## src/rtl/jailbreak_rom_pkg.sv

```systemverilog
// Shared FSM type and ROM map constants for the Jailbreak ROM download path.
// The region bases are shared with the selector so both agree on the map.
package jailbreak_rom_pkg;

   localparam int unsigned ADDR_W = 25;
   localparam int unsigned SUM_W  = 16;

   typedef enum logic [2:0] {
      S_IDLE,
      S_LOAD,
      S_CHECK,
      S_HOLD,
      S_RUN,
      S_FAIL
   } dl_state_e;

   localparam logic [ADDR_W-1:0] ROM_SIZE_C = 25'h24240;

   localparam logic [ADDR_W-1:0] EP1 = 25'h00000;
   localparam logic [ADDR_W-1:0] EP2 = 25'h04000;
   localparam logic [ADDR_W-1:0] EP3 = 25'h08000;
   localparam logic [ADDR_W-1:0] EP4 = 25'h0C000;
   localparam logic [ADDR_W-1:0] EP5 = 25'h10000;
   localparam logic [ADDR_W-1:0] EP6 = 25'h14000;
   localparam logic [ADDR_W-1:0] EP7 = 25'h18000;
   localparam logic [ADDR_W-1:0] EP8 = 25'h1C000;
   localparam logic [ADDR_W-1:0] EP9 = 25'h20000;
   localparam logic [ADDR_W-1:0] SL  = 25'h24000;
   localparam logic [ADDR_W-1:0] TL  = 25'h24100;
   localparam logic [ADDR_W-1:0] CP1 = 25'h24200;
   localparam logic [ADDR_W-1:0] CP2 = 25'h24220;

endpackage

```

## src/rtl/jailbreak_rom_download.sv

```systemverilog
// Qualifies data_io ROM download bytes onto a registered write bus, counts and
// checksums the image, and holds the game core in reset until a clean image lands.
module jailbreak_rom_download
   import jailbreak_rom_pkg::*;
#(
   parameter logic [ADDR_W-1:0] ROM_SIZE    = ROM_SIZE_C,
   parameter logic [7:0]        ROM_INDEX   = 8'd0,
   parameter int unsigned       HOLD_CYCLES = 16
) (
   input  logic              CLK,
   input  logic              RESET,
   input  logic              IOCTL_DOWNLOAD,
   input  logic [7:0]        IOCTL_INDEX,
   input  logic              IOCTL_WR,
   input  logic [ADDR_W-1:0] IOCTL_ADDR,
   input  logic [7:0]        IOCTL_DOUT,
   output logic              DL_WR,
   output logic [ADDR_W-1:0] DL_ADDR,
   output logic [7:0]        DL_DATA,
   output logic [ADDR_W-1:0] BYTE_COUNT,
   output logic [SUM_W-1:0]  CHECKSUM,
   output logic              ROM_READY,
   output logic              CORE_RESET,
   output logic              LOAD_ERR
);

   localparam int unsigned HOLD_W = (HOLD_CYCLES > 1) ? $clog2(HOLD_CYCLES) : 1;

   dl_state_e           state;
   dl_state_e           state_nxt;
   logic [HOLD_W-1:0]   hold_cnt;
   logic                gap;
   logic                idx_match;
   logic                enter;
   logic                accept;
   logic                fwd;

   assign idx_match = (IOCTL_INDEX == ROM_INDEX);
   assign enter     = IOCTL_DOWNLOAD && idx_match && (state != S_LOAD);
   assign accept    = IOCTL_DOWNLOAD && IOCTL_WR && idx_match && (state == S_LOAD);
   assign fwd       = accept && (IOCTL_ADDR < ROM_SIZE);

   always_ff @(posedge CLK) begin
      if (RESET) state <= S_IDLE;
      else       state <= state_nxt;
   end

   // A matching download restarts the load from any state.
   always_comb begin
      state_nxt = state;
      if (enter) begin
         state_nxt = S_LOAD;
      end else begin
         case (state)
            S_LOAD:  if (!IOCTL_DOWNLOAD) state_nxt = S_CHECK;
            S_CHECK: state_nxt = ((BYTE_COUNT == ROM_SIZE) && !gap) ? S_HOLD : S_FAIL;
            S_HOLD:  if (hold_cnt == '0) state_nxt = S_RUN;
            default: state_nxt = state;
         endcase
      end
   end

   always_ff @(posedge CLK) begin
      if (RESET) begin
         hold_cnt <= '0;
      end else if ((state == S_CHECK) && (state_nxt == S_HOLD)) begin
         hold_cnt <= HOLD_W'(HOLD_CYCLES - 1);
      end else if ((state == S_HOLD) && (hold_cnt != '0)) begin
         hold_cnt <= hold_cnt - HOLD_W'(1);
      end
   end

   // Write bus, counters and status flags; status follows the state one cycle later.
   always_ff @(posedge CLK) begin
      if (RESET) begin
         DL_WR      <= 1'b0;
         DL_ADDR    <= '0;
         DL_DATA    <= '0;
         BYTE_COUNT <= '0;
         CHECKSUM   <= '0;
         gap        <= 1'b0;
         ROM_READY  <= 1'b0;
         CORE_RESET <= 1'b1;
         LOAD_ERR   <= 1'b0;
      end else begin
         DL_WR <= fwd;
         if (fwd) begin
            DL_ADDR <= IOCTL_ADDR;
            DL_DATA <= IOCTL_DOUT;
         end
         if (enter) begin
            BYTE_COUNT <= '0;
            CHECKSUM   <= '0;
            gap        <= 1'b0;
         end else if (fwd) begin
            BYTE_COUNT <= BYTE_COUNT + ADDR_W'(1);
            CHECKSUM   <= CHECKSUM + SUM_W'(IOCTL_DOUT);
            if (IOCTL_ADDR != BYTE_COUNT) gap <= 1'b1;
         end
         ROM_READY  <= !enter && (state == S_RUN);
         CORE_RESET <= enter || (state != S_RUN);
         LOAD_ERR   <= !enter && (state == S_FAIL);
      end
   end

endmodule

```

## config.mk

```make
export PLATFORM = sky130hd
export DESIGN_NAME = jailbreak_rom_download
export DESIGN_NICKNAME = d
export VERILOG_FILES = /design/src/rtl/jailbreak_rom_pkg.sv /design/src/rtl/jailbreak_rom_download.sv
export SDC_FILE = /design/constraint.sdc
export NUM_CORES = 1
export LEC_CHECK = 0
export CORE_AREA = 5 5 98 100
export DETAILED_ROUTE_END_ITERATION = 16
export DIE_AREA = 0 0 103 105
export PLACE_DENSITY = 0.85
export SLEW_MARGIN = 20
export SYNTH_ARGS = -nofsm -noshare
export SYNTH_HDL_FRONTEND = slang
export SYNTH_SLANG_ARGS = --single-unit
```

## constraint.sdc

```tcl
create_clock -name CLK -period 5.05 [get_ports CLK]
set_input_delay 1.01 -clock CLK [delete_from_list [all_inputs] [get_ports CLK]]
set_output_delay 1.01 -clock CLK [all_outputs]
set_load 0.01 [all_outputs]
```

# Word level (Yosys, flattened, before mapping)
# Cells that the tools add are included.
[op_classes] addsub=3 n_lt_le_gt_ge=1 n_eq_ne=10 mux=7 reduce_logical=20
[op_table] cell="25-bit by 1-bit adder with 25-bit output (second input constant)" count=1
[op_table] cell="25-bit by 18-bit equality test with 1-bit output (second input constant)" count=1
[op_table] cell="25-bit by 18-bit less-than comparator with 1-bit output (second input constant)" count=1
[op_table] cell="25-bit != test" count=1
[op_table] cell="16-bit by 8-bit adder with 16-bit output" count=1
[op_table] cell="3-bit two-way mux" count=4
[op_table] cell="1-bit logical AND" count=11
[op_table] cell="3-bit by 2-bit equality test with 1-bit output (second input constant)" count=3
[op_table] cell="3-bit case mux with 3 select lines" count=1
[op_table] cell="8-bit zero test" count=1
[op_table] cell="4-bit two-way mux" count=2
[op_table] cell="3-bit equality test (second input constant)" count=2
[op_table] cell="4-bit zero test" count=1
[op_table] cell="4-bit nonzero test" count=1
[op_table] cell="4-bit by 1-bit subtractor with 4-bit output (second input constant)" count=1
[op_table] cell="3-bit by 1-bit equality test with 1-bit output (second input constant)" count=1
[op_table] cell="3-bit by 1-bit != test with 1-bit output (second input constant)" count=1
[op_table] cell="3-bit != test (second input constant)" count=1
[op_table] cell="1-bit zero test" count=2
[op_table] cell="2-bit AND reduction" count=1
[op_table] cell="2-bit nonzero test" count=1
[op_table] cell="2-bit OR reduction" count=1
[op_table] cell="1-bit logical OR" count=1
[word_totals] reg_bits=86 inputBits=45 out_inout_bits=78 wordCells=52

# Logic depth before layout (Yosys ltp)
[logic_depth] word_depth=8 ltp_mapped=9 mapped_depth_nobuf=9

# Worst setup path before layout
# No wires, ideal clock.
[synth_timing] kind="input -> register" from="in IOCTL_INDEX[3]" to="reg CHECKSUM[1]" setup_ps=134 arrival_ps=2499 t_required_ps=4916 slack_ps=2417 path_stages=7 n_path_buf=2 cell_sequence="nor4_1 > nand4_2 > or2_2 > nand2b_1 > clkbuf_1 > buf_1 > a211oi_1"
[synth_via] elab_chain_cells=4 elab_cells_between_ends=7 classes_between="reduce/logical (7)"
[synth_lines] element="start: declaration" line_no="jailbreak_rom_download.sv:13" source="input logic [7:0] IOCTL_INDEX,"
[synth_lines] element="8-bit zero test *" line_no="jailbreak_rom_download.sv:38" source="assign idx_match = (IOCTL_INDEX == ROM_INDEX);"
[synth_lines] element="1-bit logical AND (on tied branches) (2 in series)" line_no="jailbreak_rom_download.sv:39, jailbreak_rom_download.sv:40"
[synth_lines] element="2-bit OR reduction (no line) / 1-bit logical AND (equally long branches)"
[synth_lines] element="end signal: assignment" line_no="jailbreak_rom_download.sv:97" source="CHECKSUM <= CHECKSUM + SUM_W'(IOCTL_DOUT);"
[synth_lines] element="end: declaration" line_no="jailbreak_rom_download.sv:21" source="output logic [SUM_W-1:0] CHECKSUM,"
# Mark *: on every way between the ends. The rest lies on a longest branch, timed or not.
# A chain may end at the register's enable or synchronous reset.

# Worst setup path after layout
[layout_timing] from="in IOCTL_ADDR[11]" to="reg BYTE_COUNT[14]"
[layout_via] elab_chain_cells=2
[layout_lines] element="start: declaration" line_no="jailbreak_rom_download.sv:15" source="input logic [ADDR_W-1:0] IOCTL_ADDR,"
[layout_lines] element="25-bit by 18-bit less-than comparator with 1-bit output" line_no="jailbreak_rom_download.sv:41" source="assign fwd = accept && (IOCTL_ADDR < ROM_SIZE);"
[layout_lines] element="1-bit logical AND" line_no="jailbreak_rom_download.sv:41"
[layout_lines] element="end signal: assignment" line_no="jailbreak_rom_download.sv:96" source="BYTE_COUNT <= BYTE_COUNT + ADDR_W'(1);"
[layout_lines] element="end: declaration" line_no="jailbreak_rom_download.sv:20" source="output logic [ADDR_W-1:0] BYTE_COUNT,"
# Every way passes these cells.

==> impl_metrics.tcl <==
set metrics [dict create \
    cts_buffers 9 \
    hp-class "reg -> reg" \
    finalNetCount 672 \
    drive_above_1_share 0.05323 \
    maxSlewViolCount 0 \
    async_flop_share 0 \
    crit_end "BYTE_COUNT[14]" \
    hpwl_mm 9.439 \
    clk_latency_ns 0.36 \
    critPathKind "in -> reg" \
    synth_nets 557 \
    rows 34 \
    portBuffers 122 \
    fillers 713 \
    status "completed" \
    place.gp.congestion 0.9735 \
    leakage_nw 1.980 \
    relSlewSlack 0.5754 \
    grt_pass1_wl_mm 19.87 \
    synth_area_um2 4155 \
    critPathMaxFanout 27 \
    worst_slack_ns 1.596 \
    vdd_ir_drop_max_uv 160.6 \
    cts_tree "built" \
    yosysWarnings 0 \
    areaGrowthSynthToFinish_pct 36.28 \
    route.detailed.drc 0 \
    period_minus_slack_ns 3.454 \
    start_util 0.4835 \
    yosysTopAreaCellShare 0.4143 \
    synth_most_common_cell "dfxtp_1" \
    drt_iter0_markers 237 \
    fin_crit_sh 0.6840 \
    syn_area_per_cell_um2 8.310 \
    syn_inst 500 \
    synth_area_leader_cell "dfxtp_1" \
    clock_path_buffers 2 \
    worst_pin_slew_ns 0.6346 \
    post-cts-setup-buffers 0 \
    chipWidth_um 103 \
    cts.htree.levels 3 \
    finalSetupTns_ns 0 \
    synth_top_cells_by_count "dfxtp_1 (86), nand2_1 (79), a21oi_1 (48)" \
    vias_per_cell 5.574 \
    drt-pass1-iter-count 5 \
    r2r.worst_path.cells 7 \
    coreArea_um2 8593 \
    hold_slack_ns 0.4569 \
    dr_wl_met2_mm 5.818 \
    arrival_ns 3.70 \
    wl_met3_mm 1.237 \
    cp-start-kind "input pin" \
    grt-ovfl-total 0 \
    dr.max_layer_used "met4" \
    chipHeight_um 105 \
    finalHoldViolations 0 \
    routed_wl_mm 12.45 \
    grt_setup_unrepaired "no" \
    cts_root_buf "clkbuf_8" \
    r2r-start "state[0]" \
    yosys_most_used_dff "dfxtp_1" \
    ios 123 \
    yosysSeqAreaShare 0.4143 \
    wl_met1_mm 5.069 \
    grt_pass1_vias 4035 \
    route.detailed.wl_per_inst_um 17.10 \
    ff2ff_setup_slack_ns 2.44 \
    cts_hold_buffers 0 \
    cp.required_ns 5.30 \
    fin_skew_ns 0.007685 \
    ant_nets 0 \
    clkTransAtPathRegs_ns 0.10 \
    cap_violations 0 \
    synth.area.top_cells "dfxtp_1 (41%), xor2_1 (7.4%), nand2_1 (7.1%)" \
    cp-end-kind "register" \
    r2r_end "BYTE_COUNT[14]" \
    power_mw 1.270 \
    setup_viol 0 \
    power_density_nw_per_um2 224.3 \
    num_antenna_cells 0 \
    pre_cts_slack_ns 1.289 \
    grt_max_degree 40 \
    ctsResizeCount 0 \
    dieArea_um2 10820 \
    synth_edf_count 0 \
    grt_use_total 0.2301 \
    ys_types 45 \
    antenna_found_initial 0 \
    vias 4058 \
    clock_sinks 86 \
    ys_ff_latch 86 \
    startpoint "IOCTL_ADDR[11]" \
    fmax_mhz 289.5 \
]
layer usage:
metal	GRT usage	up-vias
met5	0	-
met4	0.09343	0
met3	0.07062	30
met2	0.3648	179
met1	0.2881	1899
li1	-	1950
metrics by stage:
stage	std cells	area, um^2	utilization
finish	728	5663	0.6590
global route	728	5663	0.6590
CTS	728	5663	0.6590
detailed placement	712	5459	0.6353
global placement	712	5459	0.6353
floorplan	500	4155	-
cell families after synthesis:
kind of cell               share of synthesized area
and+or+nand+nor                               0.2867
DFF                                           0.4143
AOI/OAI and AO/OA                             0.1078
xor gates and xnor gates                      0.1180
buffers and inverters                        0.03523
adders and majority gates                    0.03794
power by group:
group | switching, mW | total (mW) | internal [mW]
combinational | 0.0392 | 0.0835 | 0.0442
clock | 0.274 | 0.509 | 0.235
sequential | 0.000229 | 0.678 | 0.678
layout make-up:
| cell class | instances | area [um^2] | share of cell area |
|---|---|---|---|
| inverters | 13 | 48.80 | 0.008617 |
| clock buffers | 9 | 123.9 | 0.02187 |
| multi-input cells | 377 | 2287 | 0.4039 |
| flip-flops and latches | 86 | 1722 | 0.3040 |
| clock inverters | 7 | 80.08 | 0.01414 |
| well taps | 108 | 135.1 | 0.02386 |
| repair buffers | 128 | 1266 | 0.2236 |
cell usage in the layout (no fill, tap or decap), types with 2 or more instances in the layout:
cell             netlist  final
o31ai_1                2      2
nand2b_1               3      3
or2_2                  2      2
nor2_1                43     43
a211oi_1               2      2
nor4b_1                5      5
nand2_1               79     79
nand3_1               17     17
nor3b_1                3      3
nor2b_1                3      3
nor3_1                12     12
clkinv_4               0      2
buf_4                  0      6
xor2_1                35     35
clkdlybuf4s50_1        0    122
dfxtp_1               86     86
or3_1                  7      7
nand4_2                2      2
xnor2_1               21     21
nor4_1                 5      5
a31oi_1                5      5
o21a_1                 6      6
o21ai_0                9      9
and3_1                 6      6
o211ai_1               3      3
clkbuf_8               0      9
ha_1                  11     11
a21oi_1               48     48
and2_1                10     10
nand4_1               20     20
inv_1                 13     13
and4_1                 4      4
sequential cells by signal (all words and copies together), names as in the netlist:
| register | cells |
|---|---|
| BYTE_COUNT | 25 |
| CHECKSUM | 16 |
| CORE_RESET | 1 |
| DL_ADDR | 25 |
| DL_DATA | 8 |
| DL_WR | 1 |
| LOAD_ERR | 1 |
| ROM_READY | 1 |
| gap | 1 |
| hold_cnt | 4 |
| state | 3 |
how the worst min path moves through the flow:
| stage | slack [ns] | endpoint | cells after the start | startpoint |
|---|---|---|---|---|
| after global placement | 0.44 | DL_ADDR[12] | 2 | DL_ADDR[12] |
| after detailed placement | 0.45 | DL_ADDR[24] | 1 | DL_ADDR[24] |
| after global routing | 0.48 | DL_DATA[1] | 2 | DL_DATA[1] |
| final | 0.46 | DL_ADDR[16] | 2 | DL_ADDR[16] |
| after floorplan | 0.44 | gap | 2 | gap |
| after CTS | 0.46 | DL_ADDR[5] | 2 | DL_ADDR[5] |
worst max-delay path, stage by stage:
cell and delay, ns:
clkdlybuf4s50_1 0.47, nor4_1 0.48, a31oi_1 0.32, nor3_4 0.60, buf_4 0.42, nand4_1 0.17, xor2_1 0.17, nor2_1 0.05
Power figures use the tool's default switching activity.
